File: config.mk
export PLATFORM = sky130hd
export DESIGN_NAME = track_scroller_flat
export DESIGN_NICKNAME = d
export VERILOG_FILES = /design/src/rtl/track_scroller_if.sv /design/src/rtl/track_scroller.sv /design/src/flat_wrapper.sv
export SDC_FILE = /design/constraint.sdc
export NUM_CORES = 1
export LEC_CHECK = 0
export CELL_PAD_IN_SITES_DETAIL_PLACEMENT = 0
export CELL_PAD_IN_SITES_GLOBAL_PLACEMENT = 1
export CORE_ASPECT_RATIO = 0.75
export CORE_MARGIN = 2
export CORE_UTILIZATION = 43
export CTS_CLUSTER_DIAMETER = 50
export CTS_CLUSTER_SIZE = 40
export DETAILED_ROUTE_END_ITERATION = 10
export PLACE_DENSITY = 0.84
export SYNTH_ARGS = -nofsm -noshare
export SYNTH_HDL_FRONTEND = slang
export SYNTH_SLANG_ARGS = --single-unit
File: constraint.sdc
create_clock -name clk -period 3.7 [get_ports clk]
set_input_delay 0.37 -clock clk [delete_from_list [all_inputs] [get_ports clk]]
set_output_delay 0.37 -clock clk [all_outputs]
set_load 0.03 [all_outputs]
File: src/rtl/track_scroller_if.sv
// rtl/track_scroller_if.sv - control inputs and map/status outputs of the track scroller
interface track_scroller_if #(
    parameter int NSEG = 16
);
    logic            start;
    logic            flip_btn;
    logic [8:0]      height;
    logic [2:0]      lines;
    logic            grav_dir;
    logic            is_dead;
    logic [NSEG-1:0] map_top;
    logic [NSEG-1:0] map_mid;
    logic [NSEG-1:0] map_bot;
    logic [5:0]      pix_off;
    logic [15:0]     score;

    modport master (
        output start, flip_btn, height,
        input  lines, grav_dir, is_dead, map_top, map_mid, map_bot, pix_off, score
    );

    modport slave (
        input  start, flip_btn, height,
        output lines, grav_dir, is_dead, map_top, map_mid, map_bot, pix_off, score
    );
endinterface

File: src/rtl/track_scroller.sv
// rtl/track_scroller.sv - scrolling three-line track map, gravity flip and death detection
module track_scroller #(
    parameter int          SEG_W      = 40,
    parameter int          NSEG       = 16,
    parameter int          SCROLL_DIV = 4,
    parameter int          PLAYER_SEG = 2,
    parameter int          SAFE_SEGS  = 4,
    parameter logic [15:0] LFSR_SEED  = 16'hACE1
) (
    input  logic              clk,
    input  logic              reset,
    track_scroller_if.slave   bus
);
    localparam int DIV_W  = (SCROLL_DIV > 1) ? $clog2(SCROLL_DIV) : 1;
    localparam int SAFE_W = $clog2(SAFE_SEGS + 1);

    typedef enum logic [1:0] {
        S_IDLE = 2'd0,
        S_RUN  = 2'd1,
        S_DEAD = 2'd2
    } state_t;

    state_t            state_q, state_d;
    logic [DIV_W-1:0]  div_q, div_d;
    logic [5:0]        pix_q, pix_d;
    logic [NSEG-1:0]   top_q, top_d, mid_q, mid_d, bot_q, bot_d;
    logic              grav_q, grav_d;
    logic              dead_q, dead_d;
    logic [15:0]       score_q, score_d;
    logic [15:0]       lfsr_q, lfsr_d;
    logic [SAFE_W-1:0] safe_q, safe_d;
    logic              sync1_q, sync1_d, sync2_q, sync2_d, edge_q, edge_d;

    logic [2:0] lines_w;
    logic [2:0] new_col;
    logic       lfsr_fb;
    logic       flip_rise;
    logic       grounded;
    logic       die_cond;

    assign lines_w   = {bot_q[PLAYER_SEG], mid_q[PLAYER_SEG], top_q[PLAYER_SEG]};
    assign flip_rise = sync2_q & ~edge_q;
    assign lfsr_fb   = lfsr_q[15] ^ lfsr_q[13] ^ lfsr_q[12] ^ lfsr_q[10];
    assign die_cond  = (bus.height == 9'd0) || (bus.height >= 9'd420);

    // A column with no line at all would be unwinnable, so 000 becomes middle-only.
    assign new_col = (safe_q != '0)          ? 3'b010 :
                     (lfsr_q[2:0] == 3'b000) ? 3'b010 : lfsr_q[2:0];

    assign grounded = (~grav_q & (((bus.height == 9'd180) & lines_w[1]) |
                                  ((bus.height == 9'd300) & lines_w[2]))) |
                      ( grav_q & (((bus.height == 9'd120) & lines_w[0]) |
                                  ((bus.height == 9'd240) & lines_w[1])));

    always_ff @(posedge clk or negedge reset) begin
        if (!reset) begin
            state_q <= S_IDLE;
            div_q   <= '0;
            pix_q   <= '0;
            top_q   <= '0;
            mid_q   <= '1;
            bot_q   <= '0;
            grav_q  <= 1'b0;
            dead_q  <= 1'b0;
            score_q <= '0;
            lfsr_q  <= LFSR_SEED;
            safe_q  <= SAFE_W'(SAFE_SEGS);
            sync1_q <= 1'b0;
            sync2_q <= 1'b0;
            edge_q  <= 1'b0;
        end else begin
            state_q <= state_d;
            div_q   <= div_d;
            pix_q   <= pix_d;
            top_q   <= top_d;
            mid_q   <= mid_d;
            bot_q   <= bot_d;
            grav_q  <= grav_d;
            dead_q  <= dead_d;
            score_q <= score_d;
            lfsr_q  <= lfsr_d;
            safe_q  <= safe_d;
            sync1_q <= sync1_d;
            sync2_q <= sync2_d;
            edge_q  <= edge_d;
        end
    end

    always_comb begin
        state_d = state_q;
        div_d   = div_q;
        pix_d   = pix_q;
        top_d   = top_q;
        mid_d   = mid_q;
        bot_d   = bot_q;
        grav_d  = grav_q;
        dead_d  = dead_q;
        score_d = score_q;
        lfsr_d  = lfsr_q;
        safe_d  = safe_q;
        sync1_d = bus.flip_btn;
        sync2_d = sync1_q;
        edge_d  = sync2_q;

        case (state_q)
            S_IDLE: begin
                if (bus.start) state_d = S_RUN;
            end
            S_RUN: begin
                // Death freezes everything in the same cycle, including a pending shift or flip.
                if (die_cond) begin
                    state_d = S_DEAD;
                    dead_d  = 1'b1;
                end else begin
                    if (flip_rise && grounded) grav_d = ~grav_q;
                    if (div_q == DIV_W'(SCROLL_DIV - 1)) begin
                        div_d = '0;
                        if (pix_q == 6'(SEG_W - 1)) begin
                            pix_d  = '0;
                            top_d  = {new_col[0], top_q[NSEG-1:1]};
                            mid_d  = {new_col[1], mid_q[NSEG-1:1]};
                            bot_d  = {new_col[2], bot_q[NSEG-1:1]};
                            lfsr_d = {lfsr_q[14:0], lfsr_fb};
                            if (safe_q != '0) safe_d = safe_q - SAFE_W'(1);
                            if (score_q != 16'hFFFF) score_d = score_q + 16'd1;
                        end else begin
                            pix_d = pix_q + 6'd1;
                        end
                    end else begin
                        div_d = div_q + DIV_W'(1);
                    end
                end
            end
            S_DEAD: begin
                // Restart reinitialises the level but keeps the LFSR so each run differs.
                if (bus.start) begin
                    state_d = S_IDLE;
                    div_d   = '0;
                    pix_d   = '0;
                    top_d   = '0;
                    mid_d   = '1;
                    bot_d   = '0;
                    grav_d  = 1'b0;
                    dead_d  = 1'b0;
                    score_d = '0;
                    safe_d  = SAFE_W'(SAFE_SEGS);
                end
            end
            default: state_d = S_IDLE;
        endcase
    end

    assign bus.lines    = lines_w;
    assign bus.grav_dir = grav_q;
    assign bus.is_dead  = dead_q;
    assign bus.map_top  = top_q;
    assign bus.map_mid  = mid_q;
    assign bus.map_bot  = bot_q;
    assign bus.pix_off  = pix_q;
    assign bus.score    = score_q;
endmodule

File: src/flat_wrapper.sv
// flat-port wrapper written by rule: the top's interface ports become plain ports
module track_scroller_flat 
#(
    parameter int          SEG_W      = 40,
    parameter int          NSEG       = 16,
    parameter int          SCROLL_DIV = 4,
    parameter int          PLAYER_SEG = 2,
    parameter int          SAFE_SEGS  = 4,
    parameter logic [15:0] LFSR_SEED  = 16'hACE1
)
  (clk, reset, bus_start, bus_flip_btn, bus_height, bus_lines, bus_grav_dir, bus_is_dead, bus_map_top, bus_map_mid, bus_map_bot, bus_pix_off, bus_score);
  track_scroller_if #(.NSEG(NSEG)) bus_i ();
  input  logic clk;
  input  logic reset;
  input wire logic [$bits(bus_i.start)-1:0] bus_start;
  input wire logic [$bits(bus_i.flip_btn)-1:0] bus_flip_btn;
  input wire logic [$bits(bus_i.height)-1:0] bus_height;
  output wire logic [$bits(bus_i.lines)-1:0] bus_lines;
  output wire logic [$bits(bus_i.grav_dir)-1:0] bus_grav_dir;
  output wire logic [$bits(bus_i.is_dead)-1:0] bus_is_dead;
  output wire logic [$bits(bus_i.map_top)-1:0] bus_map_top;
  output wire logic [$bits(bus_i.map_mid)-1:0] bus_map_mid;
  output wire logic [$bits(bus_i.map_bot)-1:0] bus_map_bot;
  output wire logic [$bits(bus_i.pix_off)-1:0] bus_pix_off;
  output wire logic [$bits(bus_i.score)-1:0] bus_score;
  assign bus_i.start = bus_start;
  assign bus_i.flip_btn = bus_flip_btn;
  assign bus_i.height = bus_height;
  assign bus_lines = bus_i.lines;
  assign bus_grav_dir = bus_i.grav_dir;
  assign bus_is_dead = bus_i.is_dead;
  assign bus_map_top = bus_i.map_top;
  assign bus_map_mid = bus_i.map_mid;
  assign bus_map_bot = bus_i.map_bot;
  assign bus_pix_off = bus_i.pix_off;
  assign bus_score = bus_i.score;
  track_scroller #(.SEG_W(SEG_W), .NSEG(NSEG), .SCROLL_DIV(SCROLL_DIV), .PLAYER_SEG(PLAYER_SEG), .SAFE_SEGS(SAFE_SEGS), .LFSR_SEED(LFSR_SEED)) u_core (.clk(clk), .reset(reset), .bus(bus_i));
endmodule
; ---- Yosys cells after proc, flatten, opt, wreduce, memory -nomap -nowiden
; Index checks and enable logic that the tools add are counted.
[totals]
output_inout_bits = 75
elab_cells = 114
input_bits = 13
regBits = 98
[classes]
n_mux = 45
n_addsub = 4
eq_ne = 18
bitwise = 16
n_lt_le_gt_ge = 1
reduce_logical = 16
[ops]
columns = op, n
row1 = $mux 16, 15
row2 = $pmux 16 s2, 4
row3 = $mux 6, 4
row4 = $mux 3, 7
row5 = $eq 9x8->1 const B, 2
row6 = $add 16x1->16 const B, 1
row7 = $ne 16x16->1 const B, 1
row8 = $ne 2x1->1 const B, 6
row9 = $pmux 6 s2, 1
row10 = $reduce_and 4->1, 3
row11 = $reduce_and 6->1, 2
row12 = $mux 2, 5
row13 = $eq 9x7->1 const B, 1
row14 = $eq 9x9->1 const B, 1
row15 = $ge 9x9->1 const B, 1
row16 = $logic_not 9->1, 1
row17 = $reduce_and 3->1, 3
row18 = $and 1x1->1, 7
row19 = $add 6x1->6 const B, 1
row20 = $eq 6x6->1 const B, 1
row21 = $ne 2x2->1 const B, 3
row22 = $pmux 2 s3, 1
row23 = $pmux 3 s2, 1
row24 = $reduce_and 5->1, 1
row25 = other kinds (16), 27

; ---- Depth between registers and ports, before layout
; Gate-level depths: netlist of the first run.
[logic_depth]
word_depth = 9
depth_mapped = 9
depth_no_buf = 6

; ---- Worst setup path before layout of the first run
; No wires, ideal clock.
[synth_timing]
path_kind = register -> register
startpoint = register u_core.pix_q[0] (netlist: u_core.bus.pix_off[0])
endpoint = register u_core.top_q[10] (netlist: u_core.bus.map_top[10])
setup_ps = 125
path_stages_with_launch = 8
slack_ps = 1274
path_buffers = 2
required_time_ps = 3575
t_arrival_ps = 2301
period_less_slack_ps = 2426
path_cell_list = dfrtp_1 ha_1 nand4_1 o31ai_2 and2_0 clkbuf_1 buf_2 mux2_2
[synth_between]
elab_chain_len = 3
[synth_rtl]
columns = item, line
row1 = "start, declared", track_scroller.sv:25  ; logic [5:0] pix_q, pix_d;
row2 = "start signal, assigned", track_scroller.sv:74  ; pix_q <= pix_d;
row3 = $eq 6x6->1, track_scroller.sv:118  ; if (pix_q == 6'(SEG_W - 1)) begin
row4 = $ne 2x1->1 (no source line), n/a
row5 = $reduce_and 5->1 (no source line), n/a
row6 = "end signal, assigned", track_scroller.sv:75  ; top_q <= top_d;
row7 = "end, declared", track_scroller.sv:26  ; logic [NSEG-1:0] top_q, top_d, mid_q, mid_d, bot_q, bot_d;
; Every way passes these cells.
; A chain may end at the register's enable or synchronous reset.

; ---- Worst setup path after layout of the first run
[layout_timing]
startpoint = register u_core.pix_q[0] (netlist: u_core.bus.pix_off[0])
endpoint = register u_core.bot_q[9] (netlist: u_core.bus.map_bot[9])
[layout_between]
elab_chain_len = 3
[layout_rtl]
columns = item, line
row1 = $eq 6x6->1, track_scroller.sv:118
row2 = $ne 2x1->1 (no source line), n/a
row3 = $reduce_and 5->1 (no source line), n/a
row4 = "end signal, assigned", track_scroller.sv:77  ; bot_q <= bot_d;
row5 = "end, declared", track_scroller.sv:26
; Every way passes these cells.

==> impl_metrics.env, run 1 <==
export IMPL_cp_end_kind="flip-flop"
export IMPL_cts_buffer_depth=2
export IMPL_synth_fa_ha_area_share_pct=1.328
export IMPL_route_detailed_drc=0
export IMPL_gp_congestion=0.8194
export IMPL_ys_warn_count=0
export IMPL_power_density_mw_per_mm2=605.1
export IMPL_ys_ff_latch=98
export IMPL_coreArea_mm2=0.01082
export IMPL_skew_ns=0.008649
export IMPL_final_hold_viol_count=0
export IMPL_cp_data_required_time_ns=3.93
export IMPL_clk_latency_ns=0.35
export IMPL_grt_setup_unrepaired="no"
export IMPL_syn_avg_cell_area_um2=9.500
export IMPL_drt_iter0_drc=299
export IMPL_whs_ns=0.02527
export IMPL_stdcell_area_mm2=0.006031
export IMPL_fillers=969
export IMPL_ir_drop_v=0.0003571
export IMPL_ant_nets=0
export IMPL_ctsResizeCount=0
export IMPL_maxCapViolCount=0
export IMPL_synth_cells=496
export IMPL_postLayoutCoreUtil_pct=55.75
export IMPL_slew_viol_final=0
export IMPL_cts_tree="done"
export IMPL_ys_async_sr_fraction_pct=100.0
export IMPL_placed_cells=701
export IMPL_ys_seq_area_share_pct=52.71
export IMPL_netlist_area_mm2=0.004712
export IMPL_cts_buffers=9
export IMPL_grt_pass1_vias=3832
export IMPL_setup_viol_count_final=0
export IMPL_fmax_mhz=381.7
export IMPL_fin_total_pwr_mw=3.649
export IMPL_num_vias=3958
export IMPL_grt_max_degree=49
export IMPL_cts_num_sinks=98
export IMPL_crit_type="reg2reg"
export IMPL_synth_edf_count=0
export IMPL_die_w_um=124.9
export IMPL_drive_above_1_share_pct=13.34
export IMPL_slowest_delay_ns=0.44
export IMPL_tightest_slew_ns=0.7437
export IMPL_critPathLaunchType="flip-flop"
export IMPL_std_cell_rows=33
export IMPL_synth_xor_xnor_area_share_pct=0.9294
export IMPL_tns_ns=0
export IMPL_antenna_cells=0
export IMPL_crit_fanout=34
export IMPL_root_buffer="clkbuf_16"
export IMPL_cp_slowest_cell="and2_2"
export IMPL_start_util_pct=43.56
export IMPL_placed_area_mm2=0.005719
export IMPL_final_cells=717
export IMPL_clkTransAtPathRegs_ns=0.07
export IMPL_dp_worst_setup_slack_ns=0.8454
export IMPL_area_growth_pct=27.99
export IMPL_antenna_found_initial=0
export IMPL_via_per_inst=5.520
export IMPL_die_y_um=94.66
export IMPL_path_cells="ha_1, nand4_1, o31ai_4, and2_2, buf_12, mux2_2"
export IMPL_place_hpwl_mm=7.650
export IMPL_dr_pass1_iters=4
export IMPL_crit_arrival_ns=2.85
export IMPL_synth_compound_area_share_pct=12.51
export IMPL_numPortBuffers=87
export IMPL_synth_cell_types=54
export IMPL_drt_wl_total_mm=11.66
export IMPL_post_cts_setup_buffers=0
export IMPL_holdBufCountCts=0
export IMPL_fin_crit_ns=2.620
export IMPL_synth_fp_nets=514
export IMPL_die_area_mm2=0.01182
export IMPL_grt_overflow=0
export IMPL_nets=590
export IMPL_grt_pass1_wl_mm=19.04
export IMPL_yosys_area_share_simple_pct=22.68
export IMPL_relSlewSlack_pct=50.31
export IMPL_status="completed"
export IMPL_ff2ff_path_depth=6
export IMPL_synthMuxAreaShare_pct=5.125
export IMPL_num_io_pins=88
export IMPL_synth_top_family_by_area="simple AND/OR/NAND/NOR gates"
export IMPL_fin_crit_sh_pct=70.81
export IMPL_hp_class="in2async"
export IMPL_setup_ws_ns=1.080
export IMPL_p_leak_nw=2.596
export IMPL_grt_usage_pct=20.09
export IMPL_wire_per_inst_um=16.26
export IMPL_cts_htree_levels=3
export IMPL_synth_flop_cell="dfrtp_1"
[layout make-up]
cell class                 instances  area [um^2]  share of cell area [%]
sequential                        98         2484                   41.18
multi-input combinational        345         2029                   33.65
timing repair buffer              96        948.4                   15.73
clock buffer                      10        239.0                   3.963
tap                              140        175.2                   2.905
inverter                          22        82.58                   1.369
clock inverter                     6        72.57                   1.203
[final timing paths]
check,start,end,slack (ns)
worst max-delay path,u_core.bus.pix_off[0],u_core.bus.map_bot[9],1.08
worst min-delay path,reset,u_core.bus.score[9],0.03
worst max register to register,u_core.bus.pix_off[0],u_core.bus.map_bot[9],1.08
worst min register to register,u_core.sync1_q,u_core.edge_d,0.36
max in group asynchronous,reset,u_core.bus.map_mid[13],2.85
min in group clk,u_core.sync1_q,u_core.edge_d,0.36
[where the power goes]
| part | leakage [nW] | total, mW | internal [mW] | switching, mW |
|---|---|---|---|---|
| logic | 1.24 | 1.22 | 0.495 | 0.724 |
| registers | 1.21 | 1.45 | 1.27 | 0.181 |
| clock network | 0.150 | 0.981 | 0.550 | 0.430 |
| total | 2.60 | 3.65 | 2.31 | 1.34 |
[Yosys cell counts, drive strengths merged, types with 2 or more instances]
cell | number | area share (%)
buf | 9 | 1.2
nor3b | 4 | 0.64
dfrtp | 73 | 39
o22a | 7 | 1.3
nand3 | 12 | 1.3
and3 | 10 | 1.3
clkbuf | 22 | 1.8
mux2i | 5 | 1.1
xnor2 | 5 | 0.93
nand2b | 3 | 0.40
a31oi | 9 | 1.2
nor3 | 12 | 1.4
nand3b | 3 | 0.48
a221o | 2 | 0.42
nor2 | 43 | 3.5
or3 | 3 | 0.40
dfstp | 25 | 14
nand4 | 19 | 2.5
nor2b | 3 | 0.40
o31ai | 4 | 0.74
o2bb2ai | 2 | 0.37
o21ai | 30 | 3.2
or4 | 2 | 0.40
nor4 | 7 | 1.2
a21oi | 34 | 3.6
and2 | 3 | 0.40
inv | 22 | 1.8
nand2 | 81 | 6.5
a211oi | 2 | 0.32
ha | 5 | 1.3
mux2 | 17 | 4.1
and4 | 6 | 1.1
[layer usage]
metal	routed length (um)	GRT usage, %	up-vias
met4	95	5.370	0
met5	0	0	-
met2	5152	31.15	100
met1	5610	27.24	1960
li1	-	-	1888
met3	800	6.912	10
[flip-flops by register name, indices dropped and copies added (netlist names)]
signal	count
u_core.bus.map_bot	16
u_core.bus.map_mid	16
u_core.bus.map_top	16
u_core.bus.score	16
u_core.lfsr_q	16
u_core.bus.pix_off	6
u_core.safe_q	3
u_core.div_q	2
u_core.state_q	2
u_core.bus.grav_dir	1
u_core.bus.is_dead	1
u_core.edge_d	1
u_core.edge_q	1
u_core.sync1_q	1
[critical path: cells and delay by family, from the launching register on]
family,cells,cell delay [ns]
simple gates,2,0.87
compound gates,1,0.36
buf+inv,1,0.25
fa+ha+maj,1,0.25
mux,1,0.36
flops,1,0.41
[cell families after synthesis]
kind of cell,count (synthesis)
mux,22
simple gates,215
compound gates,98
fa+ha+maj,5
buf+inv,53
flops,98
xor+xnor,5
[cells in the final DEF (no fill, tap or decap), types with 7 or more instances in the layout]
| cell | n |
|---|---|
| clkdlybuf4s50_1 | 86 |
| nand2_1 | 81 |
| dfrtp_1 | 73 |
| nor2_1 | 42 |
| a21oi_1 | 34 |
| o21ai_0 | 29 |
| dfstp_2 | 25 |
| inv_1 | 22 |
| nand4_1 | 19 |
| mux2_2 | 17 |
| nand3_1 | 12 |
| nor3_1 | 11 |
| and3_1 | 10 |
| a31oi_1 | 9 |
| clkbuf_16 | 9 |
| buf_4 | 9 |
| o22a_1 | 7 |
(Power assumes the default switching activity.)
==> run 2: changes to the inputs <==
--- a/config.mk
+++ b/config.mk
@@ -9,11 +9,11 @@
 export CELL_PAD_IN_SITES_GLOBAL_PLACEMENT = 1
 export CORE_ASPECT_RATIO = 0.75
 export CORE_MARGIN = 2
-export CORE_UTILIZATION = 43
+export CORE_UTILIZATION = 36
 export CTS_CLUSTER_DIAMETER = 50
 export CTS_CLUSTER_SIZE = 40
 export DETAILED_ROUTE_END_ITERATION = 10
-export PLACE_DENSITY = 0.84
+export PLACE_DENSITY = 0.75
 export SYNTH_ARGS = -nofsm -noshare
 export SYNTH_HDL_FRONTEND = slang
 export SYNTH_SLANG_ARGS = --single-unit
==> constraint.sdc (replaced) <==
create_clock -name clk -period 2.15 [get_ports clk]
set_input_delay 0.215 -clock clk [delete_from_list [all_inputs] [get_ports clk]]
set_output_delay 0.215 -clock clk [all_outputs]
set_load 0.03 [all_outputs]
==> run 2 against run 1 <==
- routed wire length grew 7.1%
- cell count grew 10%
- global-route usage shrank 1.5 points
- clock-buffer cell count is the same
- die area grew 19%
- hold slack gained 0.28 ns
- register-to-register slack lost 0.93 ns
- sequential cell count is the same
- sequential power grew 70%
- setup slack lost 0.97 ns
- critical path type is now in2reg
==> impl_metrics.env, run 2 (synthesis gave the netlist of run 1 again) <==
export IMPL_grt_pass1_vias=3881
export IMPL_cts_tree="done"
export IMPL_nets=633
export IMPL_drt_wl_total_mm=12.49
export IMPL_critPathLaunchType="primary input"
export IMPL_cp_slowest_cell="or4_1"
export IMPL_ff2ff_path_depth=6
export IMPL_route_detailed_drc=0
export IMPL_start_util_pct=36.58
export IMPL_postLayoutCoreUtil_pct=50.38
export IMPL_gp_congestion=0.8417
export IMPL_clkTransAtPathRegs_ns=0.07
export IMPL_r2r_start="u_core.bus.pix_off[0]"
export IMPL_coreArea_mm2=0.01288
export IMPL_min_path_cells=1
export IMPL_fin_total_pwr_mw=6.499
export IMPL_tns_ns=0
export IMPL_final_cell_mix="clkdlybuf4s50_1, nand2_1, dfrtp_1, buf_4, nor2_1"
export IMPL_cts_num_sinks=98
export IMPL_dr_pass1_iters=4
export IMPL_drive_above_1_share_pct=19.68
export IMPL_cp_data_required_time_ns=2.42
export IMPL_cts_buffers=9
export IMPL_p_leak_nw=2.825
export IMPL_min_to="u_core.sync1_q"
export IMPL_path_cells="clkdlybuf4s50_1, nor4_4, nor2_2, or4_4, or4_1, o21ai_1"
export IMPL_grt_usage_pct=18.59
export IMPL_drt_iter0_drc=263
export IMPL_grt_overflow=0
export IMPL_fin_crit_ns=2.042
export IMPL_cts_buffer_depth=2
export IMPL_place_hpwl_mm=8.527
export IMPL_wire_per_inst_um=15.79
export IMPL_root_buffer="clkbuf_16"
export IMPL_std_cell_rows=36
export IMPL_num_vias=4131
export IMPL_slowest_delay_ns=0.53
export IMPL_final_hold_viol_count=0
export IMPL_antenna_found_initial=0
export IMPL_hp_class="in2reg"
export IMPL_grt_setup_unrepaired="no"
export IMPL_grt_pass1_wl_mm=20.22
export IMPL_ant_nets=0
export IMPL_layout_commonest_cell="clkdlybuf4s50_1"
export IMPL_placed_cells=771
export IMPL_antenna_cells=0
export IMPL_skew_ns=0.008231
export IMPL_ir_drop_v=0.0005516
export IMPL_die_w_um=136.1
export IMPL_via_per_inst=5.223
export IMPL_crit_fanout=3
export IMPL_cp_end_kind="flip-flop"
export IMPL_setup_viol_count_final=0
export IMPL_die_y_um=103.1
export IMPL_slew_viol_final=0
export IMPL_clk_latency_ns=0.35
export IMPL_holdCritStartpoint="bus_flip_btn"
export IMPL_die_area_mm2=0.01403
export IMPL_status="completed"
export IMPL_numPortBuffers=87
export IMPL_tightest_slew_ns=0.6964
export IMPL_area_growth_pct=37.73
export IMPL_crit_arrival_ns=2.32
export IMPL_cts_htree_levels=3
export IMPL_fmax_mhz=489.6
export IMPL_crit_type="in2reg"
export IMPL_power_density_mw_per_mm2=1001
export IMPL_grt_max_degree=55
export IMPL_num_io_pins=88
export IMPL_maxCapViolCount=0
export IMPL_relSlewSlack_pct=53.57
export IMPL_r2r_slack_ns=0.15
export IMPL_fin_crit_sh_pct=94.99
export IMPL_final_cells=791
export IMPL_ctsResizeCount=0
export IMPL_reg2reg_to="u_core.bus.score[11]"
-- run 2: changes by cell type in the layout (fill, tap and decap cells not counted) --
cell,delta
ha_4,+1
dfrtp_1,-3
ha_1,-1
clkbuf_8,-1
dfrtp_2,+3
inv_6,+1
clkbuf_1,+1
buf_4,+38
buf_12,+4
dlygate4sd3_1,+1
mux2_2,-10
mux2_4,+10
clkinvlp_4,-1
-- run 2: stage by stage --
stage,worst slack (ns),area (um^2),hold slack (ns)
after floorplan,-0.1166,4796,-0.08059
after global placement,-0.2507,6155,0.1655
after detailed placement,-0.2698,6155,0.1768
after CTS,0.01701,6467,0.2921
after global routing,0.01241,6490,0.3045
final,0.1077,6490,0.3056
-- run 2: repair_timing --
action                                 in CTS  in global routing
endpoints found under the hold margin      26                  0
hold buffers                                1                  0
setup endpoints to repair                   0                 18
setup buffers                               0                  3
-- run 2: critical path, delay by kind of cell --
| kind | cells | cell delay [ns] |
|---|---|---|
| buffers and inverters | 1 | 0.48 |
| AND/OR/NAND/NOR | 4 | 1.49 |
| AO/OA/AOI/OAI | 1 | 0.13 |
-- run 2: layout make-up --
cell class              instances  area (um^2)
clock inverters                 6        73.82
multi-input cells             345         2079
inverters                      22        82.58
clock buffers                  10        229.0
fillers                      1200         6392
flip-flops and latches         98         2487
well taps                     171        214.0
repair buffers                139         1324
-- run 2: worst max-delay path by stage --
stage | start | endpoint | slack (ns) | cells after the start
final | bus_height[2] | u_core.bus.score[11] | 0.11 | 6
after global routing | bus_height[2] | u_core.bus.score[7] | 0.01 | 7
after CTS | u_core.bus.pix_off[0] | u_core.bus.score[6] | 0.02 | 6
after detailed placement | bus_height[2] | u_core.bus.score[6] | -0.27 | 7
after global placement | bus_height[2] | u_core.bus.score[11] | -0.25 | 6
after floorplan | u_core.bus.pix_off[0] | u_core.bus.score[11] | -0.12 | 6
-- run 2: routing by layer --
metal | vias up | share of wire, % | global-route usage [%]
li1 | 1983 | - | -
met1 | 2025 | 49 | 27.08
met2 | 116 | 45 | 27.37
met3 | 7 | 5.6 | 4.867
met4 | 0 | 0.85 | 5.128
met5 | - | 0 | 0
-- run 2: power by group --
group	leakage (nW)	total, mW	switching (mW)	internal, mW
Sequential	1.21	2.47	0.281	2.19
Clock	0.148	1.66	0.741	0.920
Combinational	1.47	2.37	1.35	1.02
